File: config.mk
export PLATFORM = sky130hd
export DESIGN_NAME = plic_init_sequencer
export DESIGN_NICKNAME = d
export VERILOG_FILES = /design/src/rtl/plic_init_sequencer.sv
export SDC_FILE = /design/constraint.sdc
export NUM_CORES = 1
export LEC_CHECK = 0
export CAP_MARGIN = 20
export CORE_UTILIZATION = 41
export DETAILED_ROUTE_END_ITERATION = 8
export PLACE_DENSITY = 0.8
export SYNTH_ARGS = -nofsm -noshare
export SYNTH_HDL_FRONTEND = slang
export SYNTH_SLANG_ARGS = --single-unit
File: constraint.sdc
create_clock -name aclk -period 2 [get_ports aclk]
set_input_delay 0.4 -clock aclk [delete_from_list [all_inputs] [get_ports aclk]]
set_output_delay 0.4 -clock aclk [all_outputs]
set_load 0.05 [all_outputs]
File: src/rtl/plic_init_sequencer.sv
// plic_init_sequencer: AXI4-Lite master that writes the PLIC source priorities, context-0 enable and threshold after reset.
module plic_init_sequencer #(
    parameter int                                C_M00_AXI_DATA_WIDTH = 32,
    parameter int                                C_M00_AXI_ADDR_WIDTH = 32,
    parameter logic [C_M00_AXI_ADDR_WIDTH-1:0] BASE_ADDR            = 'h30_0000,
    parameter int                                NUM_SRC              = 2,
    parameter logic [C_M00_AXI_DATA_WIDTH-1:0] PRIORITY             = 1,
    parameter logic [C_M00_AXI_DATA_WIDTH-1:0] THRESHOLD            = 0,
    parameter int                                TIMEOUT              = 1024
) (
    input  logic                            aclk,
    input  logic                            aresetn,
    input  logic                            start_i,
    output logic                            busy_o,
    output logic                            done_o,
    output logic                            error_o,
    output logic [C_M00_AXI_ADDR_WIDTH-1:0] m_axil_awaddr,
    output logic [2:0]                      m_axil_awprot,
    output logic                            m_axil_awvalid,
    input  logic                            m_axil_awready,
    output logic [C_M00_AXI_DATA_WIDTH-1:0] m_axil_wdata,
    output logic [3:0]                      m_axil_wstrb,
    output logic                            m_axil_wvalid,
    input  logic                            m_axil_wready,
    input  logic [1:0]                      m_axil_bresp,
    input  logic                            m_axil_bvalid,
    output logic                            m_axil_bready
);
    localparam int AW = C_M00_AXI_ADDR_WIDTH;
    localparam int DW = C_M00_AXI_DATA_WIDTH;
    localparam int IW = $clog2(NUM_SRC + 2);
    localparam int TW = $clog2(TIMEOUT + 1);
    localparam logic [1:0] S_IDLE = 2'd0;
    localparam logic [1:0] S_ADDR = 2'd1;
    localparam logic [1:0] S_RESP = 2'd2;
    localparam logic [1:0] S_DONE = 2'd3;
    localparam logic [IW-1:0] K_EN   = IW'(NUM_SRC);
    localparam logic [IW-1:0] K_LAST = IW'(NUM_SRC + 1);
    localparam logic [DW-1:0] EN_WORD = DW'((64'd1 << (NUM_SRC + 1)) - 64'd2);
    localparam logic [TW-1:0] T_MAX = TW'(TIMEOUT);

    logic [1:0]    r_state;
    logic [IW-1:0] r_idx;
    logic          r_awvalid;
    logic          r_wvalid;
    logic          r_error;
    logic [AW-1:0] r_awaddr;
    logic [DW-1:0] r_wdata;
    logic [TW-1:0] r_tcnt;

    logic          w_start;
    logic          w_bdone;
    logic          w_adv;
    logic [IW-1:0] w_load_idx;
    logic [AW-1:0] w_load_addr;
    logic [DW-1:0] w_load_data;

    assign w_start    = (r_state == S_IDLE || r_state == S_DONE) && start_i;
    assign w_bdone    = r_state == S_RESP && m_axil_bvalid;
    assign w_adv      = w_bdone && r_idx != K_LAST;
    assign w_load_idx = w_start ? '0 : r_idx + 1'b1;
    // Source k's priority register sits at BASE + 4*(k+1); source 0 is reserved
    assign w_load_addr = w_load_idx == K_EN   ? BASE_ADDR + AW'(32'h2000) :
                         w_load_idx == K_LAST ? BASE_ADDR + AW'(32'h20_0000) :
                                                BASE_ADDR + AW'({w_load_idx, 2'b00}) + AW'(4);
    assign w_load_data = w_load_idx == K_EN   ? EN_WORD :
                         w_load_idx == K_LAST ? THRESHOLD : PRIORITY;

    always_ff @(posedge aclk or negedge aresetn) begin
        if (!aresetn) begin
            r_state   <= S_IDLE;
            r_idx     <= '0;
            r_awvalid <= 1'b0;
            r_wvalid  <= 1'b0;
            r_error   <= 1'b0;
            r_awaddr  <= '0;
            r_wdata   <= '0;
            r_tcnt    <= '0;
        end else begin
            if (r_state == S_ADDR || r_state == S_RESP) begin
                if (r_tcnt != T_MAX) r_tcnt <= r_tcnt + 1'b1;
                if (r_tcnt == T_MAX - 1'b1) r_error <= 1'b1;
            end
            if (r_state == S_ADDR) begin
                if (m_axil_awready) r_awvalid <= 1'b0;
                if (m_axil_wready) r_wvalid <= 1'b0;
                if ((!r_awvalid || m_axil_awready) && (!r_wvalid || m_axil_wready)) r_state <= S_RESP;
            end
            if (w_bdone) begin
                if (m_axil_bresp != 2'b00) r_error <= 1'b1;
                if (!w_adv) r_state <= S_DONE;
            end
            // Errors never abort: the full write list is always issued
            if (w_start || w_adv) begin
                r_state   <= S_ADDR;
                r_idx     <= w_load_idx;
                r_awvalid <= 1'b1;
                r_wvalid  <= 1'b1;
                r_awaddr  <= w_load_addr;
                r_wdata   <= w_load_data;
                r_tcnt    <= '0;
                if (w_start) r_error <= 1'b0;
            end
        end
    end

    assign busy_o         = r_state == S_ADDR || r_state == S_RESP;
    assign done_o         = r_state == S_DONE;
    assign error_o        = r_error;
    assign m_axil_awaddr  = r_awaddr;
    assign m_axil_awprot  = 3'b000;
    assign m_axil_awvalid = r_awvalid;
    assign m_axil_wdata   = r_wdata;
    assign m_axil_wstrb   = 4'hF;
    assign m_axil_wvalid  = r_wvalid;
    assign m_axil_bready  = r_state == S_RESP;
endmodule

==> results.md, run 1 <==
Outcome:
- The run finished with clean final reports.

Logic synthesis:
- The Yosys warning count is 0.
- The number of enable-type register cells in the synthesized netlist is 0.
- Summing the sequential cell areas from Yosys gives 34.8% of the chip area.
- After synthesis, the share of flip-flops with an asynchronous set or reset is 100%.
- The count of different cell masters after synthesis is 37.
- The average cell area after synthesis is 9.11 um^2.
- The commonest cells after synthesis are buf_4 (64), dfrtp_1 (25), nand2_1 (16), a21oi_1 (13), inv_1 (12).
- The register bit count reported by yosys is 25.
- The top cell type's share of synthesized area is 34.8%.
- In this run the cell area of the synthesized design comes to 1800 um^2.
- The most used standard cell by instance count after synthesis is buf_4.
- The synthesized design spends more area on one cell type than any other, namely dfrtp_1.
- The predominant post-synthesis flop cell is dfrtp_1.
- The number of instances in the synthesized netlist is 197.
- Ranked by total cell area, the synthesized netlist is headed by dfrtp_1 (35%), buf_4 (27%), ha_1 (4.2%), a21oi_1 (3.6%), nand2_1 (3.3%).

Flow run:
- The number of maximum-capacitance constraint violations is 0.

Die:
- In this run the vertical extent of the chip is 68.2 um.
- During I/O placement, the number of pins put on the boundary was 85.
- In this run the horizontal extent of the chip is 68.2 um.
- The floorplan row count is 23.
- The floorplan step defined a die boundary enclosing 4650 um^2.
- The starting utilization of the core area is 43.6%.
- The area inside the core boundary is 4120 um^2.

Clock tree:
- The total number of H-tree levels is 1.
- TritonCTS built the clock tree.
- The buffer cell driving the clock tree root is clkbuf_8.
- The post-CTS setup-driven buffer insertion count is 0.
- The number of gates resized after CTS was 0.
- After clock tree synthesis, the clock-pin slew on the worst setup and hold paths is 0.09 ns.
- The clock buffer count from CTS is 3.
- For the worst-skew pair, the clock arrives at the later sink with an insertion delay of 0.27 ns.
- The clock sink count is 25.
- The clock passes through at most 2 buffers.
- Buffers inserted to repair hold after CTS numbered 0.

Drt:
- The detailed router placed 1,251 vias in this run.
- Dividing the detail-routed via count by the number of cells gives 4.67.
- The count of unresolved DRC violations after routing is 0.
- The count of routing violations after the opening detailed-route iteration is 47.
- The highest metal layer with signal wires is met4.
- After detailed routing, the average wire length per cell comes to 11.4 um.
- After detailed routing, the wire length on met1 is 1380 um.
- The met3 layer wire length in the routed design is 202 um.
- The routed design uses 1460 um of met2 wire.
- The number of search-and-repair iterations in the first detailed-routing pass is 5.
- The aggregate routed wire length is 3050 um.
- Once detail routing completed, the nets flagged for antenna violations numbered 0.

Cells and area:
- The repair_antennas step left the layout with diodes totalling 0.
- Relative to the synthesized area, the layout overhead comes to 5.02%.
- The multi-input combinational cells in the finished layout cover a total of 847 um^2.
- The share of layout cells above drive strength 1 is 5.50%.
- Summing all flip-flop and latch instances after layout gives 626 um^2.
- The final-layout fill cell count is 406.
- The net count of the finished layout is 233.

GRT:
- Entering global routing, the biggest net connects 26 pins.
- The initial antenna violation count is 0.
- Global routing used 13.8% of the available tracks.
- The wire length of the first global-routing pass is 4750 um.
- The via count of the first global-routing pass is 1,015.
- Global routing finished with a remaining overflow of 0.

STA:
- The share of the clock period used by the worst path is 94.6%.
- On the final layout, the worst clock skew is 0.00667 ns.
- Measured against its own limit, the worst slew margin works out to 66.5%.
- The fmax is 529 MHz.
- Once routing completed, OpenROAD measured the worst setup slack at 0.109 ns.
- For the finished layout, the period the worst path requires is 1.89 ns.
- The measured slew at the worst slew-check pin is 0.500 ns.
- Setup violations remaining at the end of the flow were counted as 0.
- In the final timing run, aggregate negative setup slack is 0 ns.
- The number of pins exceeding their max-slew limit in the final report was 0.
- Setup repair after global routing left no endpoint under its margin.
- The count of endpoints failing hold in the final timing report came to 0.

Power:
- Power spread over the standard cell area amounts to 1410 nW/um^2.
- The total power after layout is 2660 uW.
- The largest voltage drop on the vdd net is 0.633 mV.
- For this design the static power due to leakage is 0.000931 uW.

Placed design:
- Prior to clock tree synthesis, the placed netlist has a worst setup slack of 0.155 ns.
- The congestion estimate from routability-driven global placement came to 0.755.
- During placement, the flow inserted port buffers numbering 22.
- The final HPWL from detailed placement is 2280 um.

Worst setup path:
- The startpoint class of the critical path is a register.
- Data arrives at the worst endpoint at 1.49 ns.
- The kind of end point of the critical path is a primary output.
- STA puts the critical path data required time at 1.60 ns.
- In this run the worst path has a maximum fanout of 8.
- The critical path is of the register to primary output type.

Worst hold path:
- The worst hold path belongs to the class input port to asynchronous set/reset pin.
==> logic make-up after synthesis <==
family                   after synthesis  synth area share (%)
flip-flops                            25                  34.8
buffers and inverters                 80                  30.5
adder cells (fa/ha/maj)                6                  4.18
other                                  2                 0.418
AND/OR/NAND/NOR                       49                  16.0
multiplexers                           3                  1.67
XOR/XNOR                               3                  1.46
AO/OA/AOI/OAI                         29                  10.9
==> power breakdown <==
group	leakage, uW	internal, uW	total [uW]	switching [uW]
Combinational	0.000594	522	1580	1050
Clock	0.0000228	142	296	153
Sequential	0.000314	638	783	145
==> routing by layer <==
metal	vias to the layer above	global-route usage, %
met3	2	4.33
met4	0	3.65
met2	61	21.3
met5	-	0
li1	589	-
met1	599	18.4
==> path summary, 6_finish.rpt <==
check	start	to	slack, ns	cells after the start
worst max-delay path	r_state[0]	busy_o	0.11	4
worst min-delay path	aresetn	m_axil_wvalid	0.49	2
worst max register to register	r_state[0]	r_tcnt[8]	0.12	5
worst min register to register	m_axil_awaddr[20]	m_axil_awaddr[20]	0.49	1
max in group asynchronous	aresetn	m_axil_wdata[0]	1.26	2
min in group aclk	m_axil_awaddr[20]	m_axil_awaddr[20]	0.49	1
==> cell usage in the layout (no fill, tap or decap), drive strengths merged <==
master         netlist  layout
nor3                 1       1
or3                  4       4
o31ai                4       4
a21oi               13      13
inv                 12      12
a221o                1       1
mux2i                3       3
nand4                2       2
nand3b               2       2
clkbuf               3       4
o211ai               3       3
a21o                 3       3
xnor2                1       1
ha                   6       6
or4                  4       4
nor4                 2       2
and2                 1       1
conb                 2      62
nand2b               2       2
xor2                 2       2
nand2               17      17
o22a                 1       1
a41oi                1       1
clkdlybuf4s50        0      19
o221ai               1       1
buf                 65       6
nand3                6       6
a311o                1       1
o311ai               1       1
nor2                 4       4
nor4bb               1       1
dfrtp               25      25
and3b                1       1
nand4b               2       2
==> state kept, by name, indices dropped and copies added, names as in the netlist <==
signal          cells
r_tcnt             11
m_axil_awaddr       5
m_axil_wdata        2
r_idx               2
r_state             2
error_o             1
m_axil_awvalid      1
m_axil_wvalid       1
==> final cells by class <==
cell class | instances | share of cell area, %
clock buffer | 4 | 2.39
inverter | 12 | 2.39
multi-input combinational | 152 | 44.9
sequential | 25 | 33.2
tap | 50 | 3.32
timing repair buffer | 25 | 13.8
==> worst max-delay path, stage by stage, from the launching register on <==
cell and delay (ns):
dfrtp_1 0.42, inv_1 0.06, ha_1 0.43, inv_1 0.14, buf_12 0.17
==> per-stage QoR <==
stage	std cells	hold slack, ns	area [um^2]	utilization, %
final	268	0.489	1890	45.8
after global routing	268	0.512	1890	45.8
after CTS	268	0.491	1890	45.8
after detailed placement	264	0.462	1840	44.7
after global placement	264	0.465	1840	44.7
after floorplan	257	0.104	2020	-
Power figures use the tool's default switching activity.
==> inputs of run 2 (changes only) <==
- GPL_TIMING_DRIVEN: unset -> 0
==> results.md, run 2 (synthesis gave the netlist of run 1 again) <==
Cells and area:
- The share of layout cells above drive strength 1 came to 26.4% (+21 points).
- The post-route cell area came to 2360 um^2 (+25%).
- The antenna cell count is 0 (unchanged).
- The post-layout instance count excluding filler cells came to 334 (+25%).
- The number of flip-flops in the largest register is 11 (unchanged).
- The post-synthesis to final-layout area growth is 31.6%.
- The net count of the finished layout is 299 (+28%).
- Counting flops per register, the top entry is r_tcnt.
- The library cells used most frequently in the layout, excluding fill and tap cells, are buf_4 (64), conb_1 (62), dfrtp_1 (25).
- The most common cell after layout, fill and taps aside is buf_4.

Placed design:
- The post-place instance area is 2330 um^2 (+27%).
- The total instance count after detailed placement is 330 (+25%).
- The global placer's final weighted congestion is 0.806 (+6.7%).
- The final HPWL from detailed placement is 2600 um (+14%).
- The number of input and output port buffers inserted is 22 (unchanged).
- The worst setup slack after placement was -0.134 ns (-0.289 ns).

Drt:
- The count of unresolved DRC violations after routing is 0 (unchanged).
- The number of search-and-repair iterations in the first detailed-routing pass is 4 (-1).
- The routed length per placed instance is 9.81 um (-14%).
- The aggregate routed wire length is 3280 um (+7.3%).
- The vias after detailed routing is 1,402 (+12%).
- The vias per cell is 4.20 (-10%).
- The remaining number of nets flagged by the antenna check after routing is 0 (unchanged).
- The count of routing violations after the opening detailed-route iteration came to 53 (+13%).

STA:
- The measured slew at the worst slew-check pin was 0.516 ns (+0.0161 ns).
- The number of pins exceeding their max-slew limit in the final report was 0 (unchanged).
- The worst clock skew on the final layout is 0.00191 ns (-0.00476 ns).
- The count of endpoints failing hold in the final timing report is 0 (unchanged).
- The fmax was 528 MHz (-0.24%).
- The worst setup margin is 0.104 ns (-0.00448 ns).
- Setup repair after global routing left no endpoint under its margin.
- The share of the clock period used by the worst path is 94.8% (+0.22 points).
- The max-slew headroom at the worst pin is 65.5% (-1.1 points).
- The accumulated negative setup slack came to 0 ns (unchanged).
- The number of setup violations in the final report was 0 (unchanged).
- The time the worst path needs with I/O delays and setup is 1.90 ns (+0.00448 ns).
- The worst hold-check slack is 0.467 ns (-0.0227 ns).

Clock tree:
- The clock buffer count from CTS was 3 (unchanged).
- The clock input transition at the sequential cells of the worst setup and hold paths is 0.09 ns (about the same).
- The buffer cell driving the clock tree root is clkbuf_8.
- The largest buffer count on any clock path is 2 (unchanged).
- The number of hold buffers added after cts is 0 (unchanged).
- The post-CTS setup-driven buffer insertion count was 0 (unchanged).
- The TritonCTS clock tree is yes.
- The clock sink count is 25 (unchanged).
- The total number of H-tree levels is 1 (unchanged).
- The later-pin clock latency in the skew report was 0.27 ns (about the same).

Outcome:
- The run finished with clean final reports.

Worst setup path:
- The largest fanout of any net on the critical path is 4 (-4).
- The delay contributed by the slowest stage of the critical path is 0.82 ns (+0.39 ns).
- STA classifies the critical path startpoint as a register.
- The critical path is of the register to primary output type.
- The cell family with the largest share of critical-path delay is buffers and inverters.
- Walking the worst path, the cells encountered are clkdlybuf4s50_1.
- The worst setup path is captured at a primary output.
- The data required time at the worst endpoint was 1.60 ns (about the same).
- The count of buffer and inverter cells on the critical path is 1 (-2).
- The worst-path cell with the longest stage delay is clkdlybuf4s50_1.
- The data arrival time of the critical path is 1.50 ns (about the same).

GRT:
- The via count of the first global-routing pass is 1,149 (+13%).
- The initial antenna violation count is 0 (unchanged).
- The leftover overflow at the end of global routing is 0 (unchanged).
- The wire length of the first global-routing pass is 5130 um (+8.0%).
- The total track usage is 14.8% (+0.99 points).
- The pin count of the biggest net entering global routing is 18 (-31%).

Die:
- The die height is 68.2 um (unchanged).
- The width of the die is 68.2 um (unchanged).
- The starting utilization of the core area is 43.6% (unchanged).
- The die area is 4650 um^2 (unchanged).
- The number of I/O pins came to 85 (unchanged).
- The floorplan row count was 23 (unchanged).
- The area inside the core boundary is 4120 um^2 (unchanged).

Power:
- The power density relative to cell area is 1110 nW/um^2 (-21%).
- The largest voltage drop on the vdd net came to 0.736 mV (+16%).
- The leakage power is 0.00129 uW (+38%).

Flow run:
- The number of maximum-capacitance constraint violations is 0 (unchanged).

Worst hold path:
- The worst hold path belongs to the class input port to asynchronous set/reset pin.
## run 2: metal layers
metal | wire [um] | global-route usage, %
met1 | 1400 | 17.9
met4 | 22 | 2.86
met5 | 0 | 0
met3 | 209 | 4.67
met2 | 1640 | 25.5
## run 2: path summary, 6_finish.rpt
| check | endpoint | start | slack (ns) | depth (start not counted) |
|---|---|---|---|---|
| worst max-delay path | m_axil_awaddr[13] | m_axil_wdata[1] | 0.10 | 1 |
| worst min register to register | m_axil_awaddr[20] | m_axil_awaddr[20] | 0.50 | 1 |
| min in group aclk | m_axil_awaddr[20] | m_axil_awaddr[20] | 0.50 | 1 |
| worst min-delay path | r_tcnt[3] | aresetn | 0.47 | 1 |
| worst max register to register | r_tcnt[6] | r_state[0] | 0.18 | 5 |
| max in group asynchronous | r_state[0] | aresetn | 1.08 | 2 |
## run 2: what timing repair did
| action | CTS | global route |
|---|---|---|
| setup endpoints to repair | 5 | 1 |
| pin swaps | 0 | 0 |
| resized for setup | 9 | 2 |
| hold endpoints to repair | 0 | 0 |
| cloned | 0 | 0 |
## run 2: layout make-up
type | count | area, um^2
clock inverter | 1 | 5.00
buffer | 68 | 503
multi-input combinational | 152 | 847
tap | 50 | 62.6
sequential | 25 | 626
inverter | 12 | 45.0
timing repair buffer | 23 | 234
clock buffer | 3 | 41.3
fill | 401 | 1750
## run 2: per-stage QoR
stage / util (%) / power [uW]
6_report: 57.4 / 2630
2_1_floorplan: - / 2000
5_1_grt: 57.4 / 2810
4_1_cts: 57.5 / 2650
3_5_place_dp: 56.6 / 2370
3_3_place_gp: 56.0 / 2330
## run 2: where the power goes
part           internal, uW  leakage [uW]  switching (uW)  total [uW]
combinational           513      0.000949            1040        1550
clock                   139     0.0000255             161         300
sequential              638      0.000314             145         783
